===== src/rtl/shift_issue_unit.sv =====
// shift_issue_unit: FIFO-buffered issue stage that turns an external rotator into rotates and logical/arithmetic shifts
module shift_issue_unit #(
    parameter int DEPTH = 4
) (
    input  logic                     clk,
    input  logic                     rst_n,
    input  logic                     in_valid,
    output logic                     in_ready,
    input  logic [31:0]              in_data,
    input  logic [4:0]               in_amt,
    input  logic [2:0]               in_op,
    output logic [31:0]              rot_a,
    output logic [4:0]               rot_shift,
    output logic                     rot_l,
    input  logic [31:0]              rot_b,
    output logic                     out_valid,
    input  logic                     out_ready,
    output logic [31:0]              out_data,
    output logic                     out_err,
    output logic [$clog2(DEPTH):0]   fifo_count
);
    localparam int AW = $clog2(DEPTH);
    localparam int CW = AW + 1;
    localparam logic [2:0] OP_ROL = 3'b000;
    localparam logic [2:0] OP_ROR = 3'b001;
    localparam logic [2:0] OP_SLL = 3'b010;
    localparam logic [2:0] OP_SRL = 3'b011;
    localparam logic [2:0] OP_SRA = 3'b111;

    typedef struct packed {
        logic [31:0] data;
        logic [4:0]  amt;
        logic [2:0]  op;
    } req_t;

    req_t            mem_q [DEPTH];
    req_t            head;
    logic [AW-1:0]   wr_q, wr_d, rd_q, rd_d;
    logic [CW-1:0]   cnt_q, cnt_d;
    logic            out_valid_q, out_valid_d, out_err_q, out_err_d;
    logic [31:0]     out_data_q, out_data_d;
    logic            head_valid, push, pop, err;
    logic [31:0]     lmask, rmask, srl, res;

    always_comb begin
        head        = mem_q[rd_q];
        head_valid  = cnt_q != '0;
        in_ready    = cnt_q != CW'(DEPTH);
        push        = in_valid && in_ready;
        pop         = head_valid && (!out_valid_q || out_ready);
        wr_d        = push ? wr_q + AW'(1) : wr_q;
        rd_d        = pop ? rd_q + AW'(1) : rd_q;
        cnt_d       = cnt_q + CW'(push) - CW'(pop);
        lmask       = 32'hFFFF_FFFF << head.amt;
        rmask       = 32'hFFFF_FFFF >> head.amt;
        srl         = rot_b & rmask;
        err         = !(head.op inside {OP_ROL, OP_ROR, OP_SLL, OP_SRL, OP_SRA});
        res         = (head.op == OP_ROL || head.op == OP_ROR) ? rot_b :
                      (head.op == OP_SLL) ? rot_b & lmask :
                      (head.op == OP_SRL) ? srl :
                      (head.op == OP_SRA) ? srl | (head.data[31] ? ~rmask : 32'h0) :
                      head.data;
        rot_a       = head_valid ? head.data : 32'h0;
        rot_shift   = head_valid ? head.amt : 5'h0;
        rot_l       = head_valid && (head.op == OP_ROL || head.op == OP_SLL);
        out_valid_d = pop || (out_valid_q && !out_ready);
        out_data_d  = pop ? res : out_data_q;
        out_err_d   = pop ? err : out_err_q;
    end

    // Storage is deliberately left unreset; occupancy is tracked by cnt_q alone.
    always_ff @(posedge clk) begin
        if (push) mem_q[wr_q] <= {in_data, in_amt, in_op};
    end

    always_ff @(posedge clk or negedge rst_n) begin
        if (!rst_n) begin
            wr_q        <= '0;
            rd_q        <= '0;
            cnt_q       <= '0;
            out_valid_q <= 1'b0;
            out_data_q  <= 32'h0;
            out_err_q   <= 1'b0;
        end else begin
            wr_q        <= wr_d;
            rd_q        <= rd_d;
            cnt_q       <= cnt_d;
            out_valid_q <= out_valid_d;
            out_data_q  <= out_data_d;
            out_err_q   <= out_err_d;
        end
    end

    assign out_valid  = out_valid_q;
    assign out_data   = out_data_q;
    assign out_err    = out_err_q;
    assign fifo_count = cnt_q;
endmodule


===== config.mk =====
export PLATFORM = sky130hd
export DESIGN_NAME = shift_issue_unit
export DESIGN_NICKNAME = d
export VERILOG_FILES = /design/src/rtl/shift_issue_unit.sv
export SDC_FILE = /design/constraint.sdc
export NUM_CORES = 1
export LEC_CHECK = 0
export CORE_UTILIZATION = 40
export DETAILED_ROUTE_END_ITERATION = 10
export SYNTH_ARGS = -nofsm -noshare
export SYNTH_HDL_FRONTEND = slang
export SYNTH_SLANG_ARGS = --single-unit

===== constraint.sdc =====
create_clock -name clk -period 8.3 [get_ports clk]
set_clock_uncertainty 0.2 [all_clocks]
set_input_delay 1.66 -clock clk [delete_from_list [all_inputs] [get_ports clk]]
set_output_delay 1.66 -clock clk [all_outputs]
set_load 0.05 [all_outputs]

==> results of run 1 <==
==> area by class of cell <==
| type | instances | share of cell area (%) |
|---|---|---|
| Multi-Input combinational cell | 383 | 26.7 |
| Clock buffer | 32 | 5.26 |
| Clock inverter | 8 | 0.791 |
| Tap cell | 285 | 3.09 |
| Inverter | 12 | 0.390 |
| Timing Repair Buffer | 155 | 13.3 |
| Sequential cell | 201 | 50.5 |
==> metal layers <==
layer / up-vias / GRT usage [%] / wire [µm]
li1: 2800 / - / -
met1: 3193 / 31.5 / 11500
met4: 0 / 5.86 / 606
met3: 34 / 3.47 / 1450
met2: 247 / 35.6 / 12300
met5: - / 0 / 0
==> worst reg2reg max path: cells and delay by family, from the launching register on <==
| family | cells | cell delay (ps) |
|---|---|---|
| multiplexers | 1 | 750 |
| AO/OA/AOI/OAI | 2 | 670 |
| flip-flops | 1 | 1110 |
| buffers and inverters | 1 | 320 |
| AND/OR/NAND/NOR | 2 | 800 |
==> cells by family (layout without fill, tap and decap cells) <==
group / count (synthesis) / in the layout / share of synthesized area [%]
buffers and inverters: 62 / 207 / 3.09
adders and majority gates: 7 / 7 / 1.04
muxes: 47 / 47 / 10.5
DFF: 201 / 201 / 63.5
and+or+nand+nor: 160 / 160 / 8.98
xor gates and xnor gates: 5 / 5 / 0.477
AOI/OAI and AO/OA: 164 / 164 / 12.5
==> sequential cells by signal, summed over array words and instances (netlist names) <==
name	flops
mem_q	160
out_valid	1
rd_q	2
out_err	1
fifo_count	3
out_data	32
wr_q	2
==> path summary, 6_finish.rpt <==
check | startpoint | to | slack, ps | cells after the start
min | out_data[7]$_DFFE_PN0P_ | out_data[7]$_DFFE_PN0P_ | 290 | 2
min in group asynchronous | rst_n | fifo_count[0]$_DFF_PN0_ | 1110 | 1
max | rd_q[1]$_DFFE_PN0P_ | rot_shift[4] | 2700 | 3
max reg2reg | rd_q[1]$_DFFE_PN0P_ | out_data[3]$_DFFE_PN0P_ | 4300 | 6
max in group asynchronous | rst_n | rd_q[1]$_DFFE_PN0P_ | 6110 | 1
min reg2reg | out_data[7]$_DFFE_PN0P_ | out_data[7]$_DFFE_PN0P_ | 290 | 2
==> cell usage in the layout, fill, tap and decap left out, drive strengths merged, types with 7 or more instances in the layout <==
cell,n
a21oi,33
a311oi,7
a31oi,13
and3,8
clkbuf,32
clkdlybuf4s50,150
dfrtp,41
edfxtp,160
inv,12
mux4,39
nand2,36
nand3,10
nor2,35
nor2b,36
nor3,10
o211ai,10
o21ai,26
==> stage by stage <==
stage / instances / utilization, % / setup slack (ps) / hold WS [ps] / cell area [µm²]
after floorplan: 646 / - / 3850 / 380 / 9190
final: 1076 / 51.2 / 2700 / 285 / 11600
after detailed placement: 1036 / 48.1 / 3200 / 280 / 10900
after global placement: 1036 / 48.1 / 3250 / 267 / 10900
after global routing: 1076 / 51.2 / 2560 / 317 / 11600
after CTS: 1076 / 51.2 / 2660 / 293 / 11600
==> impl_metrics.tcl, run 1 <==
set metrics [dict create \
    wl_per_cell_um 24.1 \
    antenna_found_initial 0 \
    grt_max_degree 45 \
    num_rows 55 \
    vias 6274 \
    run_status "finished, final reports clean" \
    seqCellArea_um2 5830 \
    synth_nets 729 \
    finalSetupViolCount 0 \
    gr-total-overflow 0 \
    synthFlopType "edfxtp_1" \
    period_minus_slack_ps 5600 \
    antennaDiodeCount 0 \
    path_buf_inv 1 \
    cts_buffers 22 \
    core_area_um2 22600 \
    synth_area_leaders "edfxtp_1, dfrtp_1, mux4_2, nor2b_1, a21oi_1" \
    worst-setup-path-type "reg -> out" \
    grt_pass1_wl_mm 39.3 \
    synth_seq_area_share_pct 63.5 \
    postCtsSetupRepairBufs 0 \
    dr.first_iter.drc_count 512 \
    async_reset_ff_share_pct 20.4 \
    yosys_warnings 0 \
    die_y_um 154 \
    multi_input_area_um2 3080 \
    maxCapViolations 0 \
    worst_pin_slew_ps 1220 \
    numClockSinks 201 \
    worstPathRequired_ps 6440 \
    setup_tns_ps 0 \
    min_period_over_period_pct 67.5 \
    netlist_area_um2 9190 \
    critPathLaunchType "flop" \
    grt_pass1_vias 6317 \
    drv_slew 0 \
    crit_path_end_kind "primary output" \
    port_buffers 151 \
    dieArea_um2 23600 \
    slowest_delay_ps 1110 \
    vias_per_cell 5.83 \
    cts_max_path_buffers 3 \
    place_hpwl_mm 17.2 \
    synth_cell_types 68 \
    crit_fanout 44 \
    cts_tree "built" \
    clock-root-buffer "clkbuf_16" \
    maxSlewHeadroom_pct 18.6 \
    drtAntennaViolNets 0 \
    yosys.area.top_type "edfxtp_1" \
    netlist_instances 646 \
    grt.total_usage_pct 22.2 \
    cts.clk_slew.worst_paths_ps 60 \
    rsz0062_at_grt "false" \
    start_util_pct 40.7 \
    ys_ff_latch 201 \
    cts_hold_buf 0 \
    io_pins 152 \
    gp_congestion 0.932 \
    crit_family "flip-flops" \
    drcViolationCount 0 \
    htreeDepth 1 \
    arrival_ps 3740 \
    holdCritPathClass "reg -> reg" \
    num-fill-cells 1957 \
    worstPathCellList "mux4_2 -> nor2b_1 -> clkdlybuf4s50_1" \
    die_w_um 154 \
    synth_top_area_share_pct 52.3 \
    dr.pass1.iters 5 \
    yosysMostFrequentCell "edfxtp_1" \
    finalWirelength_mm 25.9 \
    cts_resized 0 \
    fmax_mhz 179 \
    slowest_stage "dfrtp_2" \
    area_growth_syn_to_layout_pct 25.8 \
    nets 858 \
    synth_edf_count 160 \
    insertion_delay_ps 510 \
    hold_viol_final 0 \
    ys_top_cells_by_count "edfxtp_1, dfrtp_1, mux4_2" \
    drive_above_1_share_pct 12.3 \
    syn_avg_cell_area_um2 14.2 \
]
Power of run 1 is left out: the tool's default activity adds up to more than one toggle a clock period on the data nets, which glitch-free logic cannot reach.
==> run 2, diff against run 1 <==
- clock period: 8.3 -> 5.5 ns (I/O delays scaled with it)
==> run 2 against run 1 <==
Final cell count grew 1.0%. Design area is 0.83% higher. Sequential cell count stayed put. Worst hold slack worse by 11 ps. Critical path depth increased by 1. Core utilization up 0.43 points. Sequential share of layout area down 0.42 points. Count of clock-buffer cells in the layout is 1 lower. Via count rose by 3.8%. Non-clock buffer count rose by 11. Register-to-register slack worse by 2700 ps. Global-route usage rose by 0.87 points. Critical path type unchanged. Largest cell class unchanged.
==> impl_metrics.tcl, run 2 (same netlist as run 1, synthesis figures left out) <==
set metrics [dict create \
    run_status "finished, final reports clean" \
    dr.pass1.iters 5 \
    postLayoutCoreUtil_pct 51.6 \
    die_y_um 154 \
    rr_worst_depth 5 \
    maxCapViolations 0 \
    finalWirelength_mm 27.0 \
    num_rows 55 \
    grt_pass1_vias 6479 \
    min_from "out_err$_DFFE_PN0P_" \
    largest_reg_flops 160 \
    final_cell_mix "edfxtp_1, clkdlybuf4s50_1, mux4_2, dfrtp_1" \
    finalSetupViolCount 0 \
    cts_resized 0 \
    core_area_um2 22600 \
    critPathLaunchType "flop" \
    htreeDepth 1 \
    clock-root-buffer "clkbuf_16" \
    arrival_ps 3390 \
    top_register "mem_q" \
    area_growth_syn_to_layout_pct 26.8 \
    crit_path_end_kind "primary output" \
    drtAntennaViolNets 0 \
    gr-total-overflow 0 \
    worstPathRequired_ps 4200 \
    hold_slack_ps 274 \
    rsz0062_at_grt "false" \
    place_hpwl_mm 18.3 \
    drive_above_1_share_pct 13.3 \
    cts.clk_slew.worst_paths_ps 60 \
    vias 6513 \
    final_common_cell "edfxtp_1" \
    crit_fanout 30 \
    grt.total_usage_pct 23.0 \
    die_w_um 154 \
    fmax_mhz 213 \
    dieArea_um2 23600 \
    hold_end "out_err$_DFFE_PN0P_" \
    wl_per_cell_um 24.8 \
    cts_buffers 23 \
    worst-setup-path-type "reg -> out" \
    start_util_pct 40.7 \
    numClockSinks 201 \
    antenna_found_initial 0 \
    insertion_delay_ps 520 \
    drv_slew 0 \
    reg2reg_slack_ps 1610 \
    cts_max_path_buffers 3 \
    port_buffers 151 \
    gp_congestion 0.917 \
    drcViolationCount 0 \
    seqCellArea_um2 5830 \
    grt_pass1_wl_mm 40.7 \
    hold_viol_final 0 \
    io_pins 152 \
    postCtsSetupRepairBufs 0 \
    grt_max_degree 43 \
    maxSlewHeadroom_pct 3.04 \
    holdCritPathClass "reg -> reg" \
    vias_per_cell 5.99 \
    cts_tree "built" \
    worst_pin_slew_ps 1440 \
    num-fill-cells 1930 \
    setup_tns_ps 0 \
    antennaDiodeCount 0 \
    hold_path_depth 2 \
    reg2reg_to "out_data[5]$_DFFE_PN0P_" \
    min_period_over_period_pct 85.3 \
    period_minus_slack_ps 4690 \
    dr.first_iter.drc_count 577 \
    r2r_start "rd_q[0]$_DFFE_PN0P_" \
    nets 870 \
    cts_hold_buf 0 \
    multi_input_area_um2 3080 \
]
run 2: worst max-delay path, stage by stage (launching register included):
cell and delay, ps:
dfrtp_2 850, mux4_2 760, inv_1 220, nor2_1 200
clkdlybuf4s50_1 830
run 2: how the worst max path moves through the flow:
stage / start / end / slack (ps) / cells past startpoint
6_report: rd_q[0]$_DFFE_PN0P_ / rot_shift[3] / 810 / 4
5_1_grt: rd_q[0]$_DFFE_PN0P_ / rot_shift[3] / 590 / 4
4_1_cts: rd_q[0]$_DFFE_PN0P_ / rot_shift[3] / 740 / 4
3_5_place_dp: rd_q[0]$_DFFE_PN0P_ / rot_shift[3] / 1300 / 4
3_3_place_gp: rd_q[0]$_DFFE_PN0P_ / rot_l / 1280 / 3
2_1_floorplan: rd_q[0]$_DFFE_PN0P_ / rot_l / 1610 / 6
run 2: metrics by stage:
| stage | setup WS, ps | instances | instance area (µm²) |
|---|---|---|---|
| floorplan | 1610 | 646 | 9190 |
| global placement | 1280 | 1047 | 10900 |
| detailed placement | 1300 | 1047 | 10900 |
| CTS | 735 | 1087 | 11600 |
| global route | 588 | 1087 | 11600 |
| finish | 807 | 1087 | 11600 |
run 2: cell type report:
cell class                      count  area share (%)
Clock inverter                      9           0.924
Inverter                           12           0.387
Timing Repair Buffer              166            13.9
Clock buffer                       31            5.20
Multi-Input combinational cell    383            26.5
Sequential cell                   201            50.1
Tap cell                          285            3.06
run 2: routing by layer:
metal,vias to the layer above,GRT usage (%),share of wire [%]
met5,-,0,0
met4,0,7.95,3.0
met3,59,4.48,8.4
met2,347,36.7,47
met1,3274,31.6,42
li1,2833,-,-
Power of run 2 is left out for the same reason.
